## src/rtl/bfxp_seq.sv

```systemverilog
// Bit-field extract/place sequencer: walks up to NFIELDS field descriptors through
// an external one-cycle extract/place stage and ORs each result into an accumulator.
//
// state | meaning
// IDLE  | waiting for a request (req_ready high)
// RUN   | issuing descriptor idx to the extract stage, one per cycle
// DRAIN | folding the result of the last issued descriptor
// DONE  | presenting rsp_* until rsp_ready
module bfxp_seq #(
    parameter int NFIELDS = 4
) (
    input  logic                   clock,
    input  logic                   resetn,
    input  logic                   req_valid,
    output logic                   req_ready,
    input  logic [31:0]            req_rs1,
    input  logic [31:0]            req_rs2,
    input  logic [15*NFIELDS-1:0]  req_desc,
    input  logic [2:0]             req_count,
    output logic [31:0]            bfx_rs1,
    output logic [31:0]            bfx_rs2,
    output logic [4:0]             bfx_start,
    output logic [4:0]             bfx_len,
    output logic [4:0]             bfx_dest,
    input  logic [31:0]            bfx_rd,
    output logic                   rsp_valid,
    input  logic                   rsp_ready,
    output logic [31:0]            rsp_data,
    output logic                   rsp_err
);

    typedef enum logic [1:0] {
        IDLE  = 2'd0,
        RUN   = 2'd1,
        DRAIN = 2'd2,
        DONE  = 2'd3
    } state_t;

    state_t                 state;
    logic [31:0]            rs1_q;
    logic [15*NFIELDS-1:0]  desc_q;
    logic [2:0]             cnt_q;
    logic [2:0]             idx;
    logic [31:0]            acc;
    logic                   err;
    logic                   pend;
    logic                   rsp_valid_q;

    logic [2:0]             cnt_clamped;
    logic [14:0]            cur_desc;
    logic [4:0]             cur_start;
    logic [4:0]             cur_len;
    logic [4:0]             cur_dest;
    logic [5:0]             cur_end;
    logic                   cur_ok;

    assign cnt_clamped = (req_count > 3'(NFIELDS)) ? 3'(NFIELDS) : req_count;

    always_comb begin
        cur_desc = '0;
        for (int i = 0; i < NFIELDS; i++) begin
            if (idx == 3'(i)) begin
                cur_desc = desc_q[15*i +: 15];
            end
        end
    end

    assign cur_start = cur_desc[4:0];
    assign cur_len   = cur_desc[9:5];
    assign cur_dest  = cur_desc[14:10];
    // The field end is formed one bit wider so dest+len cannot wrap past 32.
    assign cur_end   = {1'b0, cur_dest} + {1'b0, cur_len};
    assign cur_ok    = (cur_len != 5'd0) && (cur_end <= 6'd32);

    // Handshake outputs are forced low while reset is held, before the reset edge lands.
    assign req_ready = (state == IDLE) && resetn;
    assign rsp_valid = rsp_valid_q && resetn;

    assign bfx_rs1 = rs1_q;
    assign bfx_rs2 = 32'd0;

    always_comb begin
        bfx_start = 5'd0;
        bfx_len   = 5'd0;
        bfx_dest  = 5'd0;
        if (state == RUN && cur_ok) begin
            bfx_start = cur_start;
            bfx_len   = cur_len;
            bfx_dest  = cur_dest;
        end
    end

    always_ff @(posedge clock) begin
        if (!resetn) begin
            state       <= IDLE;
            rs1_q       <= '0;
            desc_q      <= '0;
            cnt_q       <= '0;
            idx         <= '0;
            acc         <= '0;
            err         <= 1'b0;
            pend        <= 1'b0;
            rsp_valid_q <= 1'b0;
            rsp_data    <= '0;
            rsp_err     <= 1'b0;
        end else begin
            case (state)
                IDLE: begin
                    if (req_valid) begin
                        rs1_q  <= req_rs1;
                        desc_q <= req_desc;
                        cnt_q  <= cnt_clamped;
                        acc    <= req_rs2;
                        idx    <= 3'd0;
                        err    <= 1'b0;
                        pend   <= 1'b0;
                        state  <= (cnt_clamped == 3'd0) ? DONE : RUN;
                    end
                end
                RUN: begin
                    if (pend) begin
                        acc <= acc | bfx_rd;
                    end
                    pend <= cur_ok;
                    // Zero-length slots are silently skipped; only overflowing fields flag err.
                    if (cur_len != 5'd0 && !cur_ok) begin
                        err <= 1'b1;
                    end
                    idx <= idx + 3'd1;
                    if (idx == cnt_q - 3'd1) begin
                        state <= DRAIN;
                    end
                end
                DRAIN: begin
                    if (pend) begin
                        acc <= acc | bfx_rd;
                    end
                    pend  <= 1'b0;
                    state <= DONE;
                end
                DONE: begin
                    if (rsp_valid_q && rsp_ready) begin
                        rsp_valid_q <= 1'b0;
                        state       <= IDLE;
                    end else begin
                        rsp_valid_q <= 1'b1;
                        rsp_data    <= acc;
                        rsp_err     <= err;
                    end
                end
                default: state <= IDLE;
            endcase
        end
    end

endmodule

```

## config.mk

```make
export PLATFORM = sky130hd
export DESIGN_NAME = bfxp_seq
export DESIGN_NICKNAME = d
export VERILOG_FILES = /design/src/rtl/bfxp_seq.sv
export SDC_FILE = /design/constraint.sdc
export NUM_CORES = 1
export LEC_CHECK = 0
export CAP_MARGIN = 30
export CORE_MARGIN = 1.5
export CORE_UTILIZATION = 35
export CTS_CLUSTER_DIAMETER = 60
export DETAILED_ROUTE_END_ITERATION = 8
export PLACE_DENSITY_LB_ADDON = 0.12
export SYNTH_ARGS = -nofsm -noshare
export SYNTH_HDL_FRONTEND = slang
export SYNTH_SLANG_ARGS = --single-unit
```

## constraint.sdc

```tcl
create_clock -name clock -period 5.9 [get_ports clock]
set_input_delay 0.59 -clock clock [delete_from_list [all_inputs] [get_ports clock]]
set_output_delay 0.59 -clock clock [all_outputs]
set_load 0.05 [all_outputs]
```

# Word-level counts from Yosys, hierarchy flattened
# Cells that the tools add are included.
totals:
  out_inout_bits: 114
  word_cells: 75
  regBits: 168
op_classes:
  n_eq_ne: 12
  n_mux: 23
  n_reduce_logical: 22
  addsub: 3
  order_cmp: 2
  bitwise_logic: 2
op_table:
  columns: ["cell", "n"]
  rows:
  - ["32-bit two-way mux", 2]
  - ["32-bit case mux with 2 select lines", 1]
  - ["15-bit two-way mux", 4]
  - ["32-bit bitwise OR", 1]
  - ["5-bit two-way mux", 3]
  - ["3-bit AND reduction", 3]
  - ["2-bit two-way mux", 4]
  - ["2-bit case mux with 4 select lines", 1]
  - ["2-bit AND reduction", 4]
  - ["5-bit by 5-bit adder with 6-bit output", 1]
  - ["3-bit by 2-bit == test with 1-bit output, second input constant", 2]
  - ["6-bit <= comparator, second input constant", 1]
  - ["1-bit logical AND", 6]
  - ["3-bit zero test", 2]
  - ["3-bit two-way mux", 2]
  - ["2-bit by 1-bit inequality test with 1-bit output, second input constant", 3]
  - ["3-bit case mux with 2 select lines", 1]
  - ["5-bit nonzero test", 1]
  - ["2-bit == test, second input constant", 2]
  - ["2-bit inequality test, second input constant", 2]
  - ["2-bit nonzero test", 2]
  - ["3-bit by 1-bit adder with 3-bit output, second input constant", 1]
  - ["3-bit by 1-bit == test with 1-bit output, second input constant", 1]
  - ["3-bit == test", 1]
  - ["11 further kinds", 13]

# Depth between registers and ports, before layout
# Gate-level depths: netlist of run 1.
logic_depth:
  ltp_word: 12
  depth_mapped: 16
  depth_no_buf: 13

# Worst setup path after synthesis of run 1
# Ideal clock, no wire load.
synth_path:
  path_type: "flip-flop to output port"
  startpoint: "reg idx[0]"
  endpoint: "out bfx_len[1]"
  slack_ps: 1024
  n_path_buf: 3
  stages_incl_launch_ff: 15
  t_arrival_ps: 4286
  path_cell_list: "dfxtp_1 ha_1 ha_1 clkbuf_1 nor2_1 buf_2 a32oi_1 inv_1 ha_1 ha_1 or4_1 mux2i_1 a41oi_4 buf_6 nor3b_1"
synth_between:
  elab_chain_cells: 10
  elab_cells_between_ends: 14
  classes_between: "1 x add/sub; 1 x order compare; 3 x eq/ne; 5 x mux; 4 x reduce/logical"
synth_rtl:
  columns: ["item", "line_no", "text"]
  rows:
  - ["from (decl)", "43", "logic [2:0] idx;"]
  - ["from (signal assigned)", "129", "idx <= idx + 3'd1;"]
  - ["3-bit zero test", "62", "if (idx == 3'(i)) begin"]
  - ["15-bit two-way mux (3 in series)", "62", null]
  - ["15-bit two-way mux (*)", "62", null]
  - ["5-bit by 5-bit adder with 6-bit output", "72", "assign cur_end = {1'b0, cur_dest} + {1'b0, cur_len};"]
  - ["6-bit <= comparator", "73", "assign cur_ok = (cur_len != 5'd0) && (cur_end <= 6'd32);"]
  - ["1-bit logical AND", "73", null]
  - ["1-bit logical AND", "86", "if (state == RUN && cur_ok) begin"]
  - ["5-bit two-way mux (*)", "86", null]
  - ["to (decl)", "23", "output logic [4:0] bfx_len,"]
# Mark *: on every way between the ends. The rest lies on a longest branch, timed or not.

# Final worst setup path of run 1
layout_path:
  startpoint: "reg idx[0]"
  endpoint: "out bfx_dest[0]"
layout_between:
  elab_chain_cells: 10
  elab_cells_between_ends: 14
  classes_between: "1 x add/sub; 1 x order compare; 3 x eq/ne; 5 x mux; 4 x reduce/logical"
layout_rtl:
  columns: ["item", "line_no", "text"]
  rows:
  - ["3-bit zero test", "62", null]
  - ["15-bit two-way mux (3 in series)", "62", null]
  - ["15-bit two-way mux (*)", "62", null]
  - ["5-bit by 5-bit adder with 6-bit output", "72", null]
  - ["6-bit <= comparator", "73", null]
  - ["1-bit logical AND", "73", null]
  - ["1-bit logical AND", "86", null]
  - ["5-bit two-way mux (*)", "86", null]
  - ["to (decl)", "24", "output logic [4:0] bfx_dest,"]
# Marks and branches as above.

==> flow_summary_export.csv, run 1 <==
group,metric,value,unit
clocking,holdBufCountCts,0,
floorplanning,num_io_pins,277,
setup_path,crit_type,"reg2out",
clocking,clockRootBuffer,"clkbuf_16",
setup_path,rr_worst_depth,11,
clocking,cts_setup_buffers,0,
yosys,synth_top_area_share,44.45,%
sta,layout_min_cycle_time,5481,ps
setup_path,worstSetupStartpointType,"flop",
sta,setup_viol,0,
yosys,ys_seq_elements,168,
clocking,numCtsBuffers,17,
floorplanning,die_h,150.0,µm
pwr,p_sw_share,39.86,%
global_route,grt_max_degree,96,
hold_path,hold_path_depth,2,
cells_and_area,syn_to_final_growth,41.34,%
sta,finalSetupTns,0,ps
clocking,cts_tree,"done",
clocking,cts_resized,0,
sta,fmax,0.1824,GHz
floorplanning,rows,53,
global_route,grt_pass1_wl,35650,µm
yosys,synth_ff_type,"dfxtp_1",
setup_path,startpoint,"idx[0]",
clocking,clock_latency,430,ps
pwr,p_switching,1.739,mW
clocking,cts_sinks,168,
floorplanning,fp.dieW,150.0,µm
sta,relSlewSlack,54.70,%
cells_and_area,fill_cells,2152,
global_route,grt_pass1_vias,6568,
yosys,synth-async-reset-ratio,0,%
yosys,synth_warnings,0,
placement,gp_congestion,0.8046,
cells_and_area,final_nets,1361,
route,wl,23070,µm
pwr,p_comb_share,39.6,%
route,drc_errors,0,
cells_and_area,final_cell_area,10690,µm²
route,vias,6986,
setup_path,cp.arrival,4890,ps
sta,hold_violations,0,
pwr,p_per_area,407.8,nW/µm²
clocking,ctsHtreeMaxLevel,4,
placement,numPortBuffers,244,
hold_path,hold_class,"reg2reg",
floorplanning,core-area,21090,µm²
pwr,fin_total_pwr,4.361,mW
clocking,clk_pin_slew,70,ps
global_route,grt.total_usage,20.59,%
yosys,yosysUniqueCellTypes,47,
yosys,syn_area,7566,µm²
yosys,seq_area_frac_synth,44.45,%
placement,dpl_cell_area,10060,µm²
global_route,overflow,0,
yosys,synthTopCellsByCount,"281 x nand2_1, 168 x dfxtp_1, 135 x a21oi_1",
cells_and_area,fin_util,50.71,%
yosys,synthCells,980,
route,ant_nets,0,
placement,hpwlAfterDp,16080,µm
pwr,ir_drop,0.0003452,V
outcome,status,"completed",
route,wl_per_cell,15.65,µm
sta,clock_skew,11.22,ps
hold_path,min_from,"acc[21]",
setup_path,cp_max_fo,21,
pwr,power_frac_clock,26.0,%
yosys,synth_area_leader_cell,"dfxtp_1",
sta,slew_viol_final,0,
pwr,p_int,2.623,mW
sta,rsz0062_at_grt,"false",
setup_path,endpoint_kind,"primary output",
route,drtIter0Drc,281,
yosys,synth_most_common_cell,"nand2_1",
sta,tightestPinTransition,679.5,ps
cells_and_area,drive_gt1_share,4.439,%
setup_path,rr_startpoint,"idx[0]",
pwr,power_frac_seq,34.4,%
yosys,synth_area_leaders,"dfxtp_1 44%, nand2_1 14%, a21oi_1 8.9%, a21boi_0 4.5%, nand2b_1 3.2%",
yosys,avgSynthCellArea,7.720,µm²
floorplanning,dieArea,22510,µm²
yosys,synth_edf_count,0,
global_route,antenna_found_initial,5,
setup_path,required,5310,ps
flow_run,drv_cap,0,
clocking,clock_path_buffers,2,
pwr,leakagePower,3.908,nW
sta,period_share,92.90,%
route,dr.pass1.iters,4,
floorplanning,start_util,35.88,%
route,viasPerCell,4.739,
==> logic make-up after synthesis <==
logic type	share of synthesized area, %
AO/OA/AOI/OAI	20.99
XOR/XNOR	0.8103
adder cells (fa/ha/maj)	2.646
buffers and inverters	7.475
flip-flops	44.45
multiplexers	0.2646
other	0.04956
AND/OR/NAND/NOR	23.32
==> path summary, 6_finish.rpt <==
path / end / slack, ps
max: bfx_dest[0] / 420
min: rsp_data[21] / 450
max reg2reg: err / 2180
min reg2reg: rsp_data[21] / 450
==> final cells by class <==
class	instances	area (µm²)	share of cell area, %
multi-input combinational	730	3776	35.31
sequential	168	3363	31.45
clock inverter	13	158.9	1.486
inverter	12	45.04	0.4212
timing repair buffer	253	2565	23.99
antenna	5	12.51	0.1170
tap	275	344.1	3.218
clock buffer	18	429.2	4.013
==> critical path: stages (launching register included) <==
cell             delay [ps]
dfxtp_1                 450
ha_1                    190
ha_2                    410
nor2_2                  170
a32oi_1                 370
inv_1                    90
ha_1                    270
ha_1                    320
or4_1                   480
mux2i_1                 230
a41oi_4                 300
nor3b_1                 320
clkdlybuf4s50_1         850
==> sequential cells by signal, indices dropped and copies added, names as in the netlist, 2 cells and up <==
register / count
bfx_rs1: 32
state: 2
desc_q: 60
idx: 3
rsp_data: 32
acc: 32
cnt_q: 3
==> power by group through the flow <==
| stage | Clock [mW] | Combinational (mW) | Sequential (mW) |
|---|---|---|---|
| 6_report | 1.13 | 1.73 | 1.50 |
| 5_1_grt | 1.21 | 1.92 | 1.53 |
| 4_1_cts | 1.17 | 1.74 | 1.50 |
| 3_5_place_dp | 0 | 1.73 | 1.52 |
| 3_3_place_gp | 0 | 1.67 | 1.52 |
| 2_1_floorplan | 0 | 1.06 | 1.64 |
==> placed cells by master, fill, tap and decap left out, drive strengths merged, types with 8 or more instances in the layout <==
| master | n |
|---|---|
| o21ai | 45 |
| dfxtp | 168 |
| clkdlybuf4s50 | 243 |
| a22oi | 8 |
| buf | 10 |
| a21oi | 135 |
| nor2 | 43 |
| ha | 16 |
| nand2 | 281 |
| inv | 19 |
| conb | 32 |
| nor3 | 13 |
| nor3b | 8 |
| nand2b | 39 |
| a21boi | 45 |
| clkbuf | 18 |
==> per-stage QoR <==
step | std cells | setup slack, ps | hold WS [ps]
final | 1474 | 419.0 | 450.8
after global placement | 1435 | 588.4 | 439.0
after floorplan | 1011 | 1024 | 431.7
after CTS | 1468 | 42.22 | 452.1
after global routing | 1472 | 49.36 | 465.3
after detailed placement | 1437 | 520.2 | 443.6
==> per-layer routing <==
metal	wire (µm)	GRT usage, %
met1	9704	24.85
met2	11240	33.76
met3	1747	7.470
met4	370	6.863
met5	13	0
Note: power is estimated with default switching activity, not from simulation.
==> inputs of run 2 (changes only) <==
REMOVE_ABC_BUFFERS = 1   (was unset)
clock period = 4.6 ns   (was 5.9 ns; I/O delays follow)
==> flow_summary_export.csv, run 2 (synthesized netlist as in run 1, its figures left out) <==
group,metric,value,unit
route,drc_errors,0,
hold_path,min_from,"acc[4]",
floorplanning,fp.dieW,150.0,µm
route,viasPerCell,4.751,
floorplanning,start_util,35.88,%
setup_path,cp.arrival,3990,ps
cells_and_area,drive_gt1_share,8.306,%
setup_path,worstSetupStartpointType,"flop",
sta,layout_min_cycle_time,4454,ps
global_route,antenna_found_initial,1,
setup_path,endpoint_kind,"primary output",
clocking,numCtsBuffers,17,
clocking,clock_path_buffers,2,
sta,clock_skew,10.64,ps
placement,gp_congestion,0.8912,
flow_run,drv_cap,0,
outcome,status,"completed",
clocking,ctsHtreeMaxLevel,4,
cells_and_area,final_cell_area,11110,µm²
placement,numPortBuffers,244,
floorplanning,dieArea,22510,µm²
floorplanning,die_h,150.0,µm
route,wl,22330,µm
sta,setup_viol,0,
route,vias,7027,
cells_and_area,fill_cells,2083,
clocking,clk_pin_slew,60,ps
setup_path,crit_type,"reg2out",
setup_path,required,4140,ps
route,ant_nets,0,
floorplanning,num_io_pins,277,
cells_and_area,syn_to_final_growth,46.88,%
sta,hold_violations,0,
global_route,grt_max_degree,96,
setup_path,startpoint,"idx[0]",
cells_and_area,final_cell_mix,"280 x nand2_1, 228 x clkdlybuf4s50_1, 166 x dfxtp_1",
global_route,grt_pass1_vias,6739,
cells_and_area,final_nets,1370,
setup_path,ff2ff_setup_slack,1100,ps
placement,hpwlAfterDp,15190,µm
sta,slew_viol_final,0,
global_route,overflow,0,
global_route,grt.total_usage,20.08,%
pwr,p_per_area,516.7,nW/µm²
sta,hold_ws,452.1,ps
route,drt-met1-wl,9701,µm
sta,relSlewSlack,19.83,%
sta,tightestPinTransition,1200,ps
floorplanning,rows,53,
clocking,clock_latency,430,ps
route,wl_per_cell,15.10,µm
setup_path,rr_startpoint,"idx[0]",
route,wl_met3,2118,µm
pwr,leakagePower,4.061,nW
clocking,cts_sinks,168,
cells_and_area,final_common_cell,"nand2_1",
setup_path,cp_max_fo,17,
sta,period_share,96.84,%
route,drtIter0Drc,375,
global_route,grt_pass1_wl,35450,µm
hold_path,hold_class,"reg2reg",
route,dr.pass1.iters,5,
route,top_layer_used,"met4",
cells_and_area,num_antenna_cells,0,
floorplanning,core-area,21090,µm²
pwr,ir_drop,0.0002768,V
route,route.met2.wl,10250,µm
cells_and_area,largest_register_ffs,60,
sta,rsz0062_at_grt,"false",
sta,fmax,0.2245,GHz
clocking,cts_tree,"done",
placement,dpl_cell_area,10270,µm²
cells_and_area,largest-register,"desc_q",
clocking,clockRootBuffer,"clkbuf_16",
run 2: cell types whose count changed in the layout (fill, tap and decap cells not counted), sizes merged:
cell	previous run	this run
buf	10	34
clkdlybuf4s50	243	228
clkinv	2	7
diode	5	0
inv	19	16
clkinvlp	2	0
bufinv	2	3
run 2: worst max-delay path, cell delays in order, from the launching register on:
cell and delay [ps]:
dfxtp_2 350, ha_1 200, ha_1 210, or2_4 260, a221o_2 370, nand2_1 190, xor2_1 190, ha_1 260
or4_1 500, mux2i_2 240, a41oi_4 150, buf_12 200, nor3b_4 250, buf_12 180
run 2: worst paths after layout:
kind         cells after the start          end
max                             13  bfx_dest[0]
min                              2  rsp_data[4]
max reg2reg                     12          err
min reg2reg                      2  rsp_data[4]
run 2: per-layer routing:
metal	vias to the layer above	GRT usage (%)
li1	3595	-
met3	20	7.744
met2	210	33.19
met1	3202	24.36
met5	-	0
met4	0	5.098
run 2: power by group:
group	internal, mW	leakage [nW]	switching (mW)
sequential	1.75	1.37	0.165
combinational	0.859	2.38	1.46
clock	0.873	0.305	0.634
total	3.48	4.06	2.26
run 2: repair_timing:
item	CTS	global route
buffers inserted	1	0
hold buffers	0	0
endpoints found under the setup margin	15	15
pin swaps	1	1
gates resized for setup	19	18
run 2: metrics by stage:
step                power, mW  setup WS [ps]  instances  utilization (%)  setup TNS, ps
CTS                     5.753         0.8282       1478            52.17              0
global placement        4.102          352.1       1443            48.43              0
global route            6.121          13.49       1479            52.70              0
detailed placement      4.188          224.2       1445            48.69              0
floorplan               3.357         -183.0        910                -          -2027
finish                  5.742          145.6       1479            52.70              0
run 2: area by class of cell:
| cell class | count | area, µm² | area share [%] |
|---|---|---|---|
| Clock inverter | 14 | 190.2 | 1.711 |
| Timing Repair Buffer | 262 | 2799 | 25.19 |
| Clock buffer | 18 | 429.2 | 3.862 |
| Sequential cell | 168 | 3366 | 30.29 |
| Multi-Input combinational cell | 730 | 3939 | 35.44 |
| Tap cell | 275 | 344.1 | 3.096 |
| Inverter | 12 | 46.29 | 0.4166 |
==> inputs of run 3 (changes only) <==
CORE_UTILIZATION = 41   (was 35)
TNS_END_PERCENT = 20   (was unset)
==> flow_summary_export.csv, run 3 (synthesized netlist as in run 1, its figures left out) <==
group,metric,value,unit
sta,clock_skew,15.61,ps
pwr,ir_drop,0.0002910,V
global_route,grt.total_usage,21.91,%
cells_and_area,multi_input_area,3943,µm²
cells_and_area,finalNonFillerCells,1432,
floorplanning,start_util,41.98,%
route,vias,7099,
clocking,ctsHtreeMaxLevel,4,
sta,tightestPinTransition,1135,ps
clocking,clockRootBuffer,"clkbuf_16",
floorplanning,fp.dieW,138.8,µm
route,ant_nets,0,
global_route,grtUsageMet2,35.88,%
route,drc_errors,0,
global_route,grt_max_degree,96,
global_route,top_usage_layer,"met2",
floorplanning,num_io_pins,277,
outcome,status,"completed",
setup_path,worstSetupStartpointType,"flop",
global_route,overflow,0,
sta,setup_viol,0,
setup_path,cp_max_fo,17,
sta,hold_violations,0,
placement,numPortBuffers,244,
cells_and_area,final_common_cell,"nand2_1",
cells_and_area,final_nets,1369,
flow_run,drv_cap,0,
cells_and_area,drive_gt1_share,8.313,%
cells_and_area,fill_cells,1657,
placement,dp_cells,1397,
pwr,leakagePower,4.062,nW
global_route,antenna_found_initial,0,
sta,hold_ws,450.3,ps
setup_path,crit_type,"reg2out",
sta,period_share,96.99,%
setup_path,cp.arrival,4000,ps
floorplanning,dieArea,19280,µm²
floorplanning,core-area,18020,µm²
setup_path,endpoint_kind,"primary output",
global_route,grt_util_met1,27.70,%
cells_and_area,largest-register,"desc_q",
sta,layout_min_cycle_time,4462,ps
floorplanning,die_h,138.8,µm
sta,rsz0062_at_grt,"false",
pwr,p_per_area,523.8,nW/µm²
route,drtIter0Drc,401,
route,wl_per_cell,15.03,µm
setup_path,ff2ff_setup_slack,1110,ps
clocking,clock_latency,430,ps
clocking,cts_sinks,168,
cells_and_area,largest_register_ffs,60,
placement,hpwlAfterDp,14500,µm
clocking,numCtsBuffers,17,
clocking,clock_path_buffers,2,
sta,relSlewSlack,24.16,%
floorplanning,rows,49,
route,wl,21530,µm
pwr,fin_total_pwr,5.801,mW
cells_and_area,syn_to_final_growth,46.37,%
hold_path,hold_class,"reg2reg",
route,viasPerCell,4.957,
cells_and_area,final_cell_mix,"279 x nand2_1, 228 x clkdlybuf4s50_1, 166 x dfxtp_1",
setup_path,required,4140,ps
global_route,gr-usage-met3,7.424,%
placement,gp_congestion,0.8572,
cells_and_area,num_antenna_cells,0,
sta,slew_viol_final,0,
sta,fmax,0.2241,GHz
clocking,cts_tree,"done",
global_route,grt_pass1_wl,34250,µm
route,dr.pass1.iters,5,
global_route,grt_pass1_vias,6585,
clocking,clk_pin_slew,70,ps
cells_and_area,layout.area.seq,3366,µm²
[run 3: cell types whose count changed in the layout (fill, tap and decap cells not counted), sizes merged]
cell,delta
clkinvlp,+2
clkinv,-4
inv,+1
buf,-1
bufinv,+1
[run 3: where the power goes]
part | total [mW] | internal [mW] | switching, mW | leakage (nW)
clock | 1.57 | 0.938 | 0.631 | 0.312
combinational | 2.32 | 0.862 | 1.46 | 2.38
sequential | 1.91 | 1.75 | 0.161 | 1.37
[run 3: layer usage]
layer | vias up | share of wire, %
li1 | 3603 | -
met1 | 3277 | 44
met2 | 198 | 47
met3 | 21 | 7.4
met4 | 0 | 1.1
met5 | - | 0
[run 3: what timing repair did]
| item | CTS | global route |
|---|---|---|
| resized for setup | 19 | 14 |
| endpoints found under the setup margin | 15 | 15 |
| setup buffers | 1 | 1 |
| pin swaps | 1 | 1 |
| hold endpoints to repair | 0 | 0 |
| hold buffers | 0 | 0 |
[run 3: cell type report]
cell class                      instances  area share, %
Multi-Input combinational cell        730          35.60
Sequential cell                       168          30.39
Timing Repair Buffer                  261          25.17
Clock buffer                           18          3.966
Tap cell                              229          2.587
Clock inverter                         14          1.864
Inverter                               12         0.4180
[run 3: metrics by stage]
step                setup TNS (ps)  worst slack, ps  cell area [µm²]  utilization, %
floorplan                    -2027           -183.0             7162               -
global placement                 0            292.1            10140           56.25
detailed placement               0            111.6            10190           56.56
CTS                              0           0.6892            10960           60.78
global route                     0            2.471            11070           61.44
finish                           0            138.4            11070           61.44
[run 3: critical path, cell delays in order (launching register included)]
cell and delay [ps]:
dfxtp_2 390, inv_1 80, ha_1 270, buf_4 190, nor2b_1 130, a211oi_1 280, a21o_1 230, ha_4 250
a21o_1 180, xor2_1 140, or4_1 410, mux2i_2 230, a41oi_4 140, buf_12 200, nor3b_2 260, buf_12 180
[run 3: worst paths after layout]
check	from	endpoint	depth (start not counted)
max reg2reg	idx[0]	err	14
max	idx[0]	bfx_dest[0]	15
min reg2reg	acc[1]	rsp_data[1]	2
min	acc[1]	rsp_data[1]	2
